===== src/rtl/cnn_pkg.sv =====
// rtl/cnn_pkg.sv - shared sizing helpers for the streaming CNN datapath
package cnn_pkg;

  // Ceiling log2; clog2(1) = 0.
  function automatic int clog2(input int v);
    int r;
    int t;
    r = 0;
    t = v - 1;
    while (t > 0) begin
      r++;
      t = t >> 1;
    end
    return r;
  endfunction

  // Largest signed value representable in dw bits.
  function automatic longint sat_max(input int dw);
    return (longint'(1) <<< (dw - 1)) - longint'(1);
  endfunction

  // Smallest signed value representable in dw bits.
  function automatic longint sat_min(input int dw);
    return -(longint'(1) <<< (dw - 1));
  endfunction

  // Accumulator width that cannot overflow over cin full-width products plus bias.
  function automatic int acc_w(input int dw, input int cin);
    return 2 * dw + clog2(cin) + 1;
  endfunction

endpackage


===== src/rtl/pointwise_conv_if.sv =====
// rtl/pointwise_conv_if.sv - pixel stream in / result stream out bundle
interface pointwise_conv_if #(
  parameter int DATA_W = 16
);
  logic                     pi_data_valid;
  logic signed [DATA_W-1:0] pi_data;
  logic                     po_data_valid;
  logic signed [DATA_W-1:0] po_data;
  logic                     frame_valid;

  modport master (
    output pi_data_valid, pi_data,
    input  po_data_valid, po_data, frame_valid
  );

  modport slave (
    input  pi_data_valid, pi_data,
    output po_data_valid, po_data, frame_valid
  );
endinterface


===== src/rtl/pointwise_conv_sat_round_shift.sv =====
// rtl/pointwise_conv_sat_round_shift.sv - round half up, shift, optional ReLU, saturate
module sat_round_shift
  import cnn_pkg::*;
#(
  parameter int IN_W   = 35,
  parameter int DATA_W = 16,
  parameter int FRAC_W = 0
) (
  input  logic signed [IN_W-1:0]   x_i,
  input  logic                     relu_en_i,
  output logic signed [DATA_W-1:0] y_o
);
  // One guard bit so adding the rounding half can never wrap.
  localparam int EW = IN_W + 1;
  localparam int HALF_SH = (FRAC_W > 0) ? FRAC_W - 1 : 0;
  localparam logic signed [EW-1:0] HALF = (FRAC_W > 0) ? (EW'(1) <<< HALF_SH) : '0;
  localparam logic signed [EW-1:0] MAXV = EW'(sat_max(DATA_W));
  localparam logic signed [EW-1:0] MINV = EW'(sat_min(DATA_W));

  logic signed [EW-1:0] ext_d;
  logic signed [EW-1:0] rnd_d;
  logic signed [EW-1:0] shf_d;

  // Rounding, scaling, ReLU and clamping to the output range.
  always_comb begin
    ext_d = EW'(x_i);
    rnd_d = ext_d + HALF;
    shf_d = rnd_d >>> FRAC_W;
    if (relu_en_i && shf_d[EW-1]) begin
      y_o = '0;
    end else if (shf_d > MAXV) begin
      y_o = MAXV[DATA_W-1:0];
    end else if (shf_d < MINV) begin
      y_o = MINV[DATA_W-1:0];
    end else begin
      y_o = shf_d[DATA_W-1:0];
    end
  end
endmodule


===== src/rtl/pointwise_conv.sv =====
// rtl/pointwise_conv.sv - channel-serial 1x1 convolution with frame tracking
module pointwise_conv
  import cnn_pkg::*;
#(
  parameter int DATA_W = 16,
  parameter int CIN    = 4,
  parameter int FRAC_W = 0,
  parameter int IMG_W  = 9
) (
  input  logic                         sys_clk,
  input  logic                         sys_rst_n,
  input  logic                         soft_clr,
  input  logic                         relu_en,
  input  logic [IMG_W-1:0]             image_size,
  input  logic                         cfg_wr_en,
  input  logic [clog2(CIN+1)-1:0]      cfg_wr_addr,
  input  logic signed [DATA_W-1:0]     cfg_wr_data,
  pointwise_conv_if.slave              px
);
  localparam int AW    = clog2(CIN + 1);
  localparam int CW    = (clog2(CIN) > 0) ? clog2(CIN) : 1;
  localparam int PW    = 2 * DATA_W;
  localparam int ACC_W = acc_w(DATA_W, CIN);
  localparam int NW    = 2 * IMG_W;

  logic signed [DATA_W-1:0] weight_q [CIN];
  logic signed [DATA_W-1:0] bias_q;
  logic signed [DATA_W-1:0] w_sel_d;
  logic [CW-1:0]            ch_q;
  logic                     ch_last_d;
  logic                     beat_d;

  logic                     s1_valid_q, s1_first_q, s1_last_q;
  logic signed [PW-1:0]     s1_prod_q;
  logic                     acc_done_q;
  logic signed [ACC_W-1:0]  acc_q;
  logic                     sum_valid_q;
  logic signed [ACC_W-1:0]  sum_q;
  logic signed [DATA_W-1:0] sat_d;

  logic                     po_valid_q, frame_q;
  logic signed [DATA_W-1:0] po_data_q;
  logic [NW-1:0]            pix_q, n_q, n_calc_d, n_eff_d;
  logic [IMG_W-1:0]         side_d;
  logic                     pix_last_d;

  // A beat in a soft_clr cycle is dropped.
  assign beat_d    = px.pi_data_valid && !soft_clr;
  assign ch_last_d = (ch_q == CW'(CIN - 1));

  // Coefficient file: writes land at the edge, so a same-cycle beat sees the old value.
  always_ff @(posedge sys_clk or negedge sys_rst_n) begin
    if (!sys_rst_n) begin
      for (int i = 0; i < CIN; i++) weight_q[i] <= '0;
      bias_q <= '0;
    end else if (cfg_wr_en) begin
      for (int i = 0; i < CIN; i++) begin
        if (cfg_wr_addr == AW'(i)) weight_q[i] <= cfg_wr_data;
      end
      if (cfg_wr_addr == AW'(CIN)) bias_q <= cfg_wr_data;
    end
  end

  // Weight lookup for the current channel.
  always_comb begin
    w_sel_d = '0;
    for (int i = 0; i < CIN; i++) begin
      if (ch_q == CW'(i)) w_sel_d = weight_q[i];
    end
  end

  // Channel counter, holds through gaps.
  always_ff @(posedge sys_clk or negedge sys_rst_n) begin
    if (!sys_rst_n)     ch_q <= '0;
    else if (soft_clr)  ch_q <= '0;
    else if (beat_d)    ch_q <= ch_last_d ? '0 : ch_q + CW'(1);
  end

  // Stage 1: full-width product plus channel position tags.
  always_ff @(posedge sys_clk or negedge sys_rst_n) begin
    if (!sys_rst_n) begin
      s1_valid_q <= 1'b0;
      s1_first_q <= 1'b0;
      s1_last_q  <= 1'b0;
      s1_prod_q  <= '0;
    end else begin
      s1_valid_q <= beat_d;
      if (beat_d) begin
        s1_prod_q  <= PW'(px.pi_data) * PW'(w_sel_d);
        s1_first_q <= (ch_q == '0);
        s1_last_q  <= ch_last_d;
      end
    end
  end

  // Stage 2: accumulate across channels; restart on channel 0.
  always_ff @(posedge sys_clk or negedge sys_rst_n) begin
    if (!sys_rst_n) begin
      acc_q      <= '0;
      acc_done_q <= 1'b0;
    end else if (soft_clr) begin
      acc_q      <= '0;
      acc_done_q <= 1'b0;
    end else begin
      acc_done_q <= s1_valid_q && s1_last_q;
      if (s1_valid_q) acc_q <= s1_first_q ? ACC_W'(s1_prod_q) : acc_q + ACC_W'(s1_prod_q);
    end
  end

  // Stage 2 tail: add the bias aligned to the weight fraction.
  always_ff @(posedge sys_clk or negedge sys_rst_n) begin
    if (!sys_rst_n) begin
      sum_q       <= '0;
      sum_valid_q <= 1'b0;
    end else begin
      sum_valid_q <= acc_done_q && !soft_clr;
      if (acc_done_q) sum_q <= acc_q + (ACC_W'(bias_q) <<< FRAC_W);
    end
  end

  sat_round_shift #(
    .IN_W   (ACC_W),
    .DATA_W (DATA_W),
    .FRAC_W (FRAC_W)
  ) u_srs (
    .x_i       (sum_q),
    .relu_en_i (relu_en),
    .y_o       (sat_d)
  );

  // Frame size is latched at the first output of a frame; size 0 behaves as 1.
  always_comb begin
    side_d     = (image_size == '0) ? IMG_W'(1) : image_size;
    n_calc_d   = NW'(side_d) * NW'(side_d);
    n_eff_d    = (pix_q == '0) ? n_calc_d : n_q;
    pix_last_d = (pix_q == n_eff_d - NW'(1));
  end

  // Stage 3 output register and pixel counter.
  always_ff @(posedge sys_clk or negedge sys_rst_n) begin
    if (!sys_rst_n) begin
      po_valid_q <= 1'b0;
      frame_q    <= 1'b0;
      po_data_q  <= '0;
      pix_q      <= '0;
      n_q        <= '0;
    end else if (soft_clr) begin
      po_valid_q <= 1'b0;
      frame_q    <= 1'b0;
      pix_q      <= '0;
      n_q        <= '0;
    end else begin
      po_valid_q <= sum_valid_q;
      frame_q    <= sum_valid_q && pix_last_d;
      if (sum_valid_q) begin
        po_data_q <= sat_d;
        n_q       <= n_eff_d;
        pix_q     <= pix_last_d ? '0 : pix_q + NW'(1);
      end
    end
  end

  assign px.po_data_valid = po_valid_q;
  assign px.po_data       = po_data_q;
  assign px.frame_valid   = frame_q;
endmodule

===== src/flat_wrapper.sv =====
// flat-port wrapper written by rule: the top's interface ports become plain ports
module pointwise_conv_flat import cnn_pkg::*;
#(
  parameter int DATA_W = 16,
  parameter int CIN    = 4,
  parameter int FRAC_W = 0,
  parameter int IMG_W  = 9
)
  (sys_clk, sys_rst_n, soft_clr, relu_en, image_size, cfg_wr_en, cfg_wr_addr, cfg_wr_data, px_pi_data_valid, px_pi_data, px_po_data_valid, px_po_data, px_frame_valid);
  pointwise_conv_if #(.DATA_W(DATA_W)) px_i ();
  input  logic sys_clk;
  input  logic sys_rst_n;
  input  logic soft_clr;
  input  logic relu_en;
  input  logic [IMG_W-1:0] image_size;
  input  logic cfg_wr_en;
  input  logic [clog2(CIN+1)-1:0] cfg_wr_addr;
  input  logic signed [DATA_W-1:0] cfg_wr_data;
  input wire logic [$bits(px_i.pi_data_valid)-1:0] px_pi_data_valid;
  input wire logic [$bits(px_i.pi_data)-1:0] px_pi_data;
  output wire logic [$bits(px_i.po_data_valid)-1:0] px_po_data_valid;
  output wire logic [$bits(px_i.po_data)-1:0] px_po_data;
  output wire logic [$bits(px_i.frame_valid)-1:0] px_frame_valid;
  assign px_i.pi_data_valid = px_pi_data_valid;
  assign px_i.pi_data = px_pi_data;
  assign px_po_data_valid = px_i.po_data_valid;
  assign px_po_data = px_i.po_data;
  assign px_frame_valid = px_i.frame_valid;
  pointwise_conv #(.DATA_W(DATA_W), .CIN(CIN), .FRAC_W(FRAC_W), .IMG_W(IMG_W)) u_core (.sys_clk(sys_clk), .sys_rst_n(sys_rst_n), .soft_clr(soft_clr), .relu_en(relu_en), .image_size(image_size), .cfg_wr_en(cfg_wr_en), .cfg_wr_addr(cfg_wr_addr), .cfg_wr_data(cfg_wr_data), .px(px_i));
endmodule

===== config.mk =====
export PLATFORM = sky130hd
export DESIGN_NAME = pointwise_conv_flat
export DESIGN_NICKNAME = d
export VERILOG_FILES = /design/src/rtl/cnn_pkg.sv /design/src/rtl/pointwise_conv_if.sv /design/src/rtl/pointwise_conv_sat_round_shift.sv /design/src/rtl/pointwise_conv.sv /design/src/flat_wrapper.sv
export SDC_FILE = /design/constraint.sdc
export NUM_CORES = 1
export LEC_CHECK = 0
export CORE_ASPECT_RATIO = 1.5
export CORE_MARGIN = 1
export CORE_UTILIZATION = 35
export CTS_CLUSTER_DIAMETER = 40
export DETAILED_ROUTE_END_ITERATION = 16
export PLACE_DENSITY_LB_ADDON = 0.15
export SYNTH_ARGS = -nofsm -noshare
export SYNTH_HDL_FRONTEND = slang
export SYNTH_SLANG_ARGS = --single-unit

===== constraint.sdc =====
create_clock -name sys_clk -period 24.9 [get_ports sys_clk]
set_input_delay 7.47 -clock sys_clk [delete_from_list [all_inputs] [get_ports sys_clk]]
set_output_delay 7.47 -clock sys_clk [all_outputs]
set_load 0.005 [all_outputs]

Yosys cells after proc, flatten, opt, wreduce, memory -nomap -nowiden
Index checks and enable logic that the tools add are counted.
{"block": "classes", "addsub": 5, "n_mul": 2, "order_cmp": 2, "n_eq_ne": 8, "muxes": 23, "n_bitwise": 1, "n_reduce_logical": 19}
{"cell": "two-way mux 16 bit", "count": 7}
{"cell": "two-way mux 18 bit", "count": 6}
{"cell": "two-way mux 35 bit", "count": 3}
{"cell": "adder 35 x 16 -> 35 bit", "count": 1}
{"cell": "adder 35 x 32 -> 35 bit", "count": 1}
{"cell": "> comparator 35 x 16 -> 1 bit, second input constant", "count": 1}
{"cell": "< comparator 35 x 16 -> 1 bit, second input constant", "count": 1}
{"cell": "multiplier 16 x 16 -> 32 bit", "count": 1}
{"cell": "adder 18 x 1 -> 18 bit, second input constant", "count": 1}
{"cell": "equality test 18 bit", "count": 1}
{"cell": "zero test 18 bit", "count": 1}
{"cell": "multiplier 9 x 9 -> 18 bit", "count": 1}
{"cell": "subtractor 18 x 1 -> 18 bit, second input constant", "count": 1}
{"cell": "AND reduction 2 bit", "count": 6}
{"cell": "zero test 9 bit", "count": 1}
{"cell": "two-way mux 9 bit", "count": 1}
{"cell": "equality test 3 x 2 -> 1 bit, second input constant", "count": 2}
{"cell": "two-way mux 2 bit", "count": 3}
{"cell": "nonzero test 2 bit", "count": 3}
{"cell": "logical AND 1 bit", "count": 5}
{"cell": "equality test 2 bit, second input constant", "count": 2}
{"cell": "equality test 3 x 1 -> 1 bit, second input constant", "count": 1}
{"cell": "equality test 3 bit, second input constant", "count": 1}
{"cell": "zero test 3 bit", "count": 1}
{"cell": "other kinds (6)", "count": 8}
{"block": "totals", "ff_bits": 243, "in_bits": 50, "wordCells": 79}

Longest topological paths before layout
Gate-level depths: netlist of run 1.
{"block": "logic_depth", "depth_word": 9, "ltp_mapped": 35, "depth_no_buf": 31}

Cells and area by module
A second synthesis of run 1 with hierarchy kept.
{"block": "hier_totals", "cells_unflattened": 2872, "area_unflattened_um2": 26814.5}
{"mod": "pointwise_conv", "instances": 1, "cells_each": 2840, "area_per_inst_um2": 26561.7, "seq_area_each_um2": 6080.8}
{"mod": "sat_round_shift", "instances": 1, "cells_each": 32, "area_per_inst_um2": 252.7, "seq_area_each_um2": 0.0}

Least setup slack after synthesis of run 1
Ideal clock, no wire load.
{"block": "synth_path", "kind": "input-to-reg", "startpoint": "in image_size[6]", "endpoint": "reg u_core.pix_q[10]", "arrival_ps": 13345, "path_slack_ps": 11420, "cell_stages": 23, "path_buffers": 2, "cell_sequence": "clkbuf_1 and2_1 inv_1 fa_1 inv_1 fa_1 inv_1 fa_1 fa_1 inv_1 ha_1 and3_1 a221o_1 nor4bb_1 o31a_1 o31ai_1 or4b_2 nor3_1 or4_4 nor3_4 buf_6 o211ai_1 o211ai_1"}
{"block": "synth_via", "elab_chain_cells": 9}
{"item": "start: declaration", "line": "flat_wrapper.sv:15", "text": "input logic [IMG_W-1:0] image_size;"}
{"item": "zero test 9 bit", "line": "pointwise_conv.sv:133", "text": "side_d = (image_size == '0) ? IMG_W'(1) : image_size;"}
{"item": "two-way mux 9 bit *", "line": "pointwise_conv.sv:133"}
{"item": "multiplier 9 x 9 -> 18 bit *", "line": "pointwise_conv.sv:134", "text": "n_calc_d = NW'(side_d) * NW'(side_d);"}
{"item": "two-way mux 18 bit *", "line": "pointwise_conv.sv:135", "text": "n_eff_d = (pix_q == '0) ? n_calc_d : n_q;"}
{"item": "subtractor 18 x 1 -> 18 bit *", "line": "pointwise_conv.sv:136", "text": "pix_last_d = (pix_q == n_eff_d - NW'(1));"}
{"item": "equality test 18 bit *", "line": "pointwise_conv.sv:136"}
{"item": "two-way mux 18 bit *", "line": "pointwise_conv.sv:158", "text": "pix_q <= pix_last_d ? '0 : pix_q + NW'(1);"}
{"item": "two-way mux 18 bit *", "line": "pointwise_conv.sv:155", "text": "if (sum_valid_q) begin"}
{"item": "two-way mux 18 bit *", "line": "pointwise_conv.sv:147", "text": "end else if (soft_clr) begin"}
{"item": "end signal: assignment", "line": "pointwise_conv.sv:158"}
{"item": "end: declaration", "line": "pointwise_conv.sv:43", "text": "logic [NW-1:0] pix_q, n_q, n_calc_d, n_eff_d;"}
Mark *: on every way between the ends. The rest lies on a longest branch, timed or not. The select of a mux whose other input is x is not followed.
A chain may end at the register's enable or synchronous reset.

Worst setup path after layout of run 1
{"block": "layout_path", "startpoint": "in image_size[1]", "endpoint": "reg u_core.pix_q[5]"}
The elaborated chain is that of the path after synthesis.

==> summary.txt, run 1 <==
Status -> complete, no violations
Filler Cells Inserted -> 7715
Final ANT Viol Nets -> 0
CP arrival -> 14.84 ns
Seq/Total Area, Yosys -> 22.9%
FP Rows -> 123
Clock Skews -> 0.0354 ns
Min cycle time layout -> 14.36 ns
Mapped Nets -> 3431
Final Hold Viols -> 0
Synth cell types -> 83
1st-pass router iterations -> 5
Slew Limit Fails -> 0
Tcrit/Tclk final -> 57.7%
Setup TNS -> 0 ns
Sequential standard cell area -> 0.00608 mm²
DP Cell Count -> 3868
Crit path capture type -> flop
Die Width -> 227 µm
Number of global-route vias before repair -> 21588
Post-CTS Repair Setup Buffers -> 0
Post-synth EDFFs -> 0
Layout cells sized above 1 -> 9.43%
IO Pins -> 68
Routability cong. -> 0.857
Core area -> 0.0751 mm²
Total Wirelength -> 68700 µm
Mean area per synthesized cell -> 9.18 µm²
DR vias/cell -> 5.10
Clock transition at path regs -> 0.06 ns
Largest net degree at the start of global routing -> 94
Initial antenna violation count -> 2
Initial cell density of the core -> 35.4%
GR Layer Usage met1 -> 22.2%
WL/cell -> 17.4 µm
Initial DRC count -> 955
Buffers on Ports -> 67
GR Util met2 -> 33.8%
Area Growth Syn to Fin -> 11.9%
Worst slew margin -> 12.9%
Total gr overflow -> 0
# DRC -> 0
YS warnings -> 0
Crit path launch type -> input pin
GRT Total Usage -> 18.3%
Die ar. -> 0.0771 mm²
CTS tree -> yes
Height of the die -> 340 µm
Area of the multi-input gates -> 0.0186 mm²
RSZ-0062 raised after global routing -> no
Post-Synthesis Cell Area -> 0.0266 mm²
Clk sinks -> 243
Num CTS Buffers -> 43
Worst slew pin tran -> 1.30 ns
Final Util -> 39.6%
GRT busiest layer -> met2
Tightest Hold Check Type -> flop to flop
Ys async rst share -> 100%
Setup violators final -> 0
First-pass GRT wire length -> 113000 µm
Worst Path Required -> 25.38 ns
Routed vias -> 20122
Cts-stage hold buffer count -> 0
Crit path kind -> input pin to flop
Global routing usage on met3 -> 1.75%
Longest Clk Path Bufs -> 3
CTS resizes -> 0
Hpwl dp -> 53500 µm
Synthesis-stage register bit count -> 243
Final instance count without filler cells -> 3949
Root Driver -> clkbuf_16
Cell count after synthesis -> 2895
Max_cap viols -> 0
Fmax -> 69.7 MHz
H-tree depth -> 2
Final nets -> 3450
Highest net fanout along the worst path -> 14
Clock Latency Late Sink -> 0.58 ns
Primary FF master, synth -> dfrtp_1
critical path: stages:
cell and delay, ns:
clkdlybuf4s50_1 0.74, and2_1 0.22, inv_1 0.06, fa_1 0.62, inv_1 0.08, fa_1 0.50, inv_1 0.05, fa_1 0.47
fa_1 0.55, inv_1 0.04, ha_1 0.36, and3_1 0.22, a22oi_1 0.27, a21oi_1 0.13, xor2_1 0.18, mux2i_1 0.49
nand4b_4 0.24, xor2_1 0.26, mux2_2 0.37, o211ai_1 0.95, o21ai_1 0.30, o21ai_0 0.24
state kept, by name, summed over array words and instances (netlist names):
register                 cells
u_core.px.po_data_valid      1
u_core.s1_last_q             1
u_core.ch_q                  2
u_core.acc_done_q            1
u_core.sum_valid_q           1
u_core.s1_valid_q            1
u_core.pix_q                18
u_core.bias_q               16
u_core.px.frame_valid        1
u_core.n_q                  18
u_core.sum_q                35
u_core.weight_q             64
u_core.acc_q                35
u_core.s1_first_q            1
u_core.px.po_data           16
u_core.s1_prod_q            32
kinds of logic (layout without fill, tap and decap cells):
logic type,count (synthesis),in the layout,share of synthesized area (%)
adder cells (fa/ha/maj),486,486,31.4
XOR/XNOR,123,123,4.05
multiplexers,137,137,5.71
AND/OR/NAND/NOR,907,907,16.6
flip-flops,243,243,22.9
other,0,1,0
buffers and inverters,500,553,7.15
AO/OA/AOI/OAI,499,499,12.2
cell usage in the layout, fill, tap and decap left out, types with 20 or more instances in the layout:
master and instances:
inv_1 376, nand2_1 376, and2_1 68, nor3_1 40, dfrtp_1 242, xnor2_1 85, a21oi_1 124, nand3_1 30
mux2_2 115, ha_1 186, a21o_1 49, nor2b_1 76, and3_1 20, a311oi_1 21, mux2i_1 20, buf_4 29
xor2_1 38, clkdlybuf4s50_1 65, nor2_1 161, clkbuf_16 43, fa_1 300, nand2b_1 28, o31ai_1 21, o21ai_0 106
routing by layer:
layer	wire, µm	vias up
met5	0	-
met4	1760	0
met3	1970	104
met2	36100	314
met1	28900	10076
li1	-	9628
cell usage after synthesis (all sizes together), types with 10 or more instances:
master / count / area, µm²
o21ai: 119 / 596
nand2: 376 / 1410
a21oi: 125 / 626
o211ai: 19 / 143
clkbuf: 107 / 402
a211oi: 20 / 155
o31ai: 23 / 191
nor3: 43 / 238
o21a: 17 / 128
a311oi: 21 / 184
buf: 16 / 83.8
and3: 20 / 125
nor2b: 76 / 475
or2: 19 / 119
dfrtp: 243 / 6080
mux2: 117 / 1320
xnor2: 85 / 744
fa: 300 / 6010
nor2: 163 / 619
or3: 13 / 81.3
ha: 186 / 2330
xor2: 38 / 333
a21o: 49 / 368
and2: 68 / 425
a31oi: 10 / 62.6
inv: 377 / 1420
a22oi: 18 / 135
nand4: 12 / 75.1
mux2i: 20 / 200
nand3: 31 / 160
nor4: 15 / 121
nand2b: 29 / 181
worst paths after layout:
check / slack (ns) / from / cells after the start / end
min in group asynchronous: 6.96 / sys_rst_n / 1 / u_core.acc_q[33]
worst min-delay path: 0.48 / u_core.s1_last_q / 2 / u_core.s1_last_q
worst min register to register: 0.48 / u_core.s1_last_q / 2 / u_core.s1_last_q
worst max register to register: 16.62 / u_core.ch_q[1] / 29 / u_core.s1_prod_q[30]
max in group asynchronous: 16.43 / sys_rst_n / 2 / u_core.weight_q[20]
worst max-delay path: 10.54 / image_size[1] / 22 / u_core.pix_q[5]
layout make-up:
type                            count  area share, %
Tap cell                         1000           4.21
Inverter                          377           4.76
Timing Repair Buffer               97           3.02
Multi-Input combinational cell   2152           62.6
Clock buffer                       47           3.73
Antenna cell                        1        0.00841
Sequential cell                   243           20.4
Clock inverter                     32           1.19
through the flow:
step,worst slack (ns),hold slack [ns],cell area (µm²)
4_1_cts,10.61,0.482,29700
2_1_floorplan,11.42,0.447,26600
5_1_grt,10.07,0.503,29700
3_3_place_gp,10.17,0.471,28300
3_5_place_dp,10.02,0.467,28300
6_report,10.54,0.476,29800
Power of run 1 is left out: the tool's default activity adds up to more than one toggle a clock period on the data nets, which glitch-free logic cannot reach.
==> inputs of run 2 (changes only) <==
- clock period: 24.9 -> 12.6 ns (I/O delays scaled with it)
==> summary.txt, run 2 (synthesis results as in run 1) <==
Status -> complete, no violations
Final Hold Viols -> 0
CTS resizes -> 0
Hold depth -> 2
CTS tree -> yes
Setup TNS -> 0 ns
Initial DRC count -> 921
Max reg flops -> 64
Commonest non-fill, non-tap cells in the layout -> 376 x nand2_1, 376 x inv_1, 300 x fa_1
GRT Total Usage -> 18.3%
Root Driver -> clkbuf_16
DP Cell Count -> 3869
Metal-1 WL -> 28800 µm
Slew Limit Fails -> 0
HP Start -> u_core.s1_last_q
Cell chain of the critical path -> clkdlybuf4s50_1 -> inv_1 -> nor2_1 -> fa_1 -> fa_1 -> fa_1 -> inv_1 -> fa_1 -> inv_1 -> ha_1 -> o211a_1 -> a211oi_2 -> o31ai_1 -> a41o_1 -> o31ai_2 -> xnor2_1 -> o2111a_1 -> mux2_2 -> o211ai_1 -> o21ai_1 -> o21ai_0
Largest net degree at the start of global routing -> 94
Crit path buffers/inverters -> 4
Clock Skews -> 0.0397 ns
Top sig layer -> met4
Num CTS Buffers -> 44
Routed wl met3 -> 1810 µm
Tightest Hold Check Type -> flop to flop
Initial antenna violation count -> 1
R2R cell count -> 30
CP top delay family -> compound AO/OA/AOI/OAI gates
Final Util -> 39.8%
Post-CTS Repair Setup Buffers -> 0
Biggest regs -> u_core.weight_q x64, u_core.acc_q x35, u_core.sum_q x35
First-pass GRT wire length -> 113000 µm
Number of global-route vias before repair -> 21620
Height of the die -> 340 µm
Worst Path Required -> 13.06 ns
Crit path launch type -> input pin
FP Rows -> 123
Worst r2r src -> u_core.ch_q[1]
Buffers on Ports -> 67
Routed wl met2 -> 35900 µm
Crit path capture type -> flop
WL/cell -> 17.3 µm
IO Pins -> 68
Reg with most FFs -> u_core.weight_q
Critical Path Most Common Cell -> fa_1
Clock transition at path regs -> 0.05 ns
Initial cell density of the core -> 35.4%
Routed vias -> 20075
Total gr overflow -> 0
Tcrit/Tclk final -> 84.6%
Reg2reg setup slack -> 4.36 ns
Core area -> 0.0751 mm²
Clk sinks -> 243
Max_cap viols -> 0
Routability cong. -> 0.856
Final ANT Viol Nets -> 0
Hpwl dp -> 53300 µm
Final instance count without filler cells -> 3950
Longest Clk Path Bufs -> 3
Critical Path Slowest Stage Cell -> o211ai_1
Worst slew pin tran -> 1.26 ns
Layout cells sized above 1 -> 9.42%
Highest net fanout along the worst path -> 14
Final nets -> 3451
Die Width -> 227 µm
DR vias/cell -> 5.08
Hold Crit Endpoint -> u_core.s1_last_q
Cts-stage hold buffer count -> 0
Clock Latency Late Sink -> 0.58 ns
Crit path kind -> input pin to flop
Total Wirelength -> 68200 µm
Setup violators final -> 0
CP arrival -> 11.12 ns
RSZ-0062 raised after global routing -> no
# DRC -> 0
Min cycle time layout -> 10.66 ns
Fmax -> 93.8 MHz
Worst slew margin -> 15.4%
Area Growth Syn to Fin -> 12.5%
Slowest cell delay on critical path -> 0.93 ns
R2R Path End -> u_core.s1_prod_q[31]
1st-pass router iterations -> 7
Die ar. -> 0.0771 mm²
H-tree depth -> 2
ANT cells -> 0
run 2: cell types whose count changed in the layout (fill, tap and decap cells not counted), moves of 2 or more:
cell,before,now
clkinv_4,7,5
clkbuf_1,2,4
inv_6,8,3
clkinv_2,4,6
bufinv_16,2,9
run 2: worst max-delay path by stage:
stage                        to     startpoint  cells after the start
6_report        u_core.pix_q[5]  image_size[6]                     21
5_1_grt        u_core.pix_q[10]  image_size[1]                     22
4_1_cts         u_core.pix_q[5]  image_size[6]                     21
3_5_place_dp    u_core.pix_q[1]  image_size[6]                     21
3_3_place_gp   u_core.pix_q[10]  image_size[3]                     20
2_1_floorplan  u_core.pix_q[10]  image_size[6]                     23
run 2: layer usage:
layer / global-route usage, % / up-vias
met5: 0 / -
met4: 5.43 / 0
met3: 1.66 / 92
met2: 33.8 / 298
met1: 22.2 / 10048
li1: - / 9637
run 2: worst min-delay path, cell delays in order, from the launching register on:
cell and delay [ns]:
dfrtp_1 0.34, nand2_1 0.05, nand2_1 0.05
run 2: stage by stage:
stage	hold slack, ns	area [µm²]	setup WS [ns]
2_1_floorplan	0.447	26600	2.81
3_3_place_gp	0.471	28300	1.56
3_5_place_dp	0.469	28300	1.40
4_1_cts	0.482	29900	1.98
5_1_grt	0.513	29900	1.56
6_report	0.474	29900	1.94
run 2: layout make-up:
type                       instances  area [µm²]
fill                            7644       45200
clock buffer                      49        1130
inverter                         377        1420
multi-input combinational       2152       18600
tap                             1000        1250
sequential                       243        6080
clock inverter                    32         489
timing repair buffer              97         896
Power of run 2 is left out for the same reason.
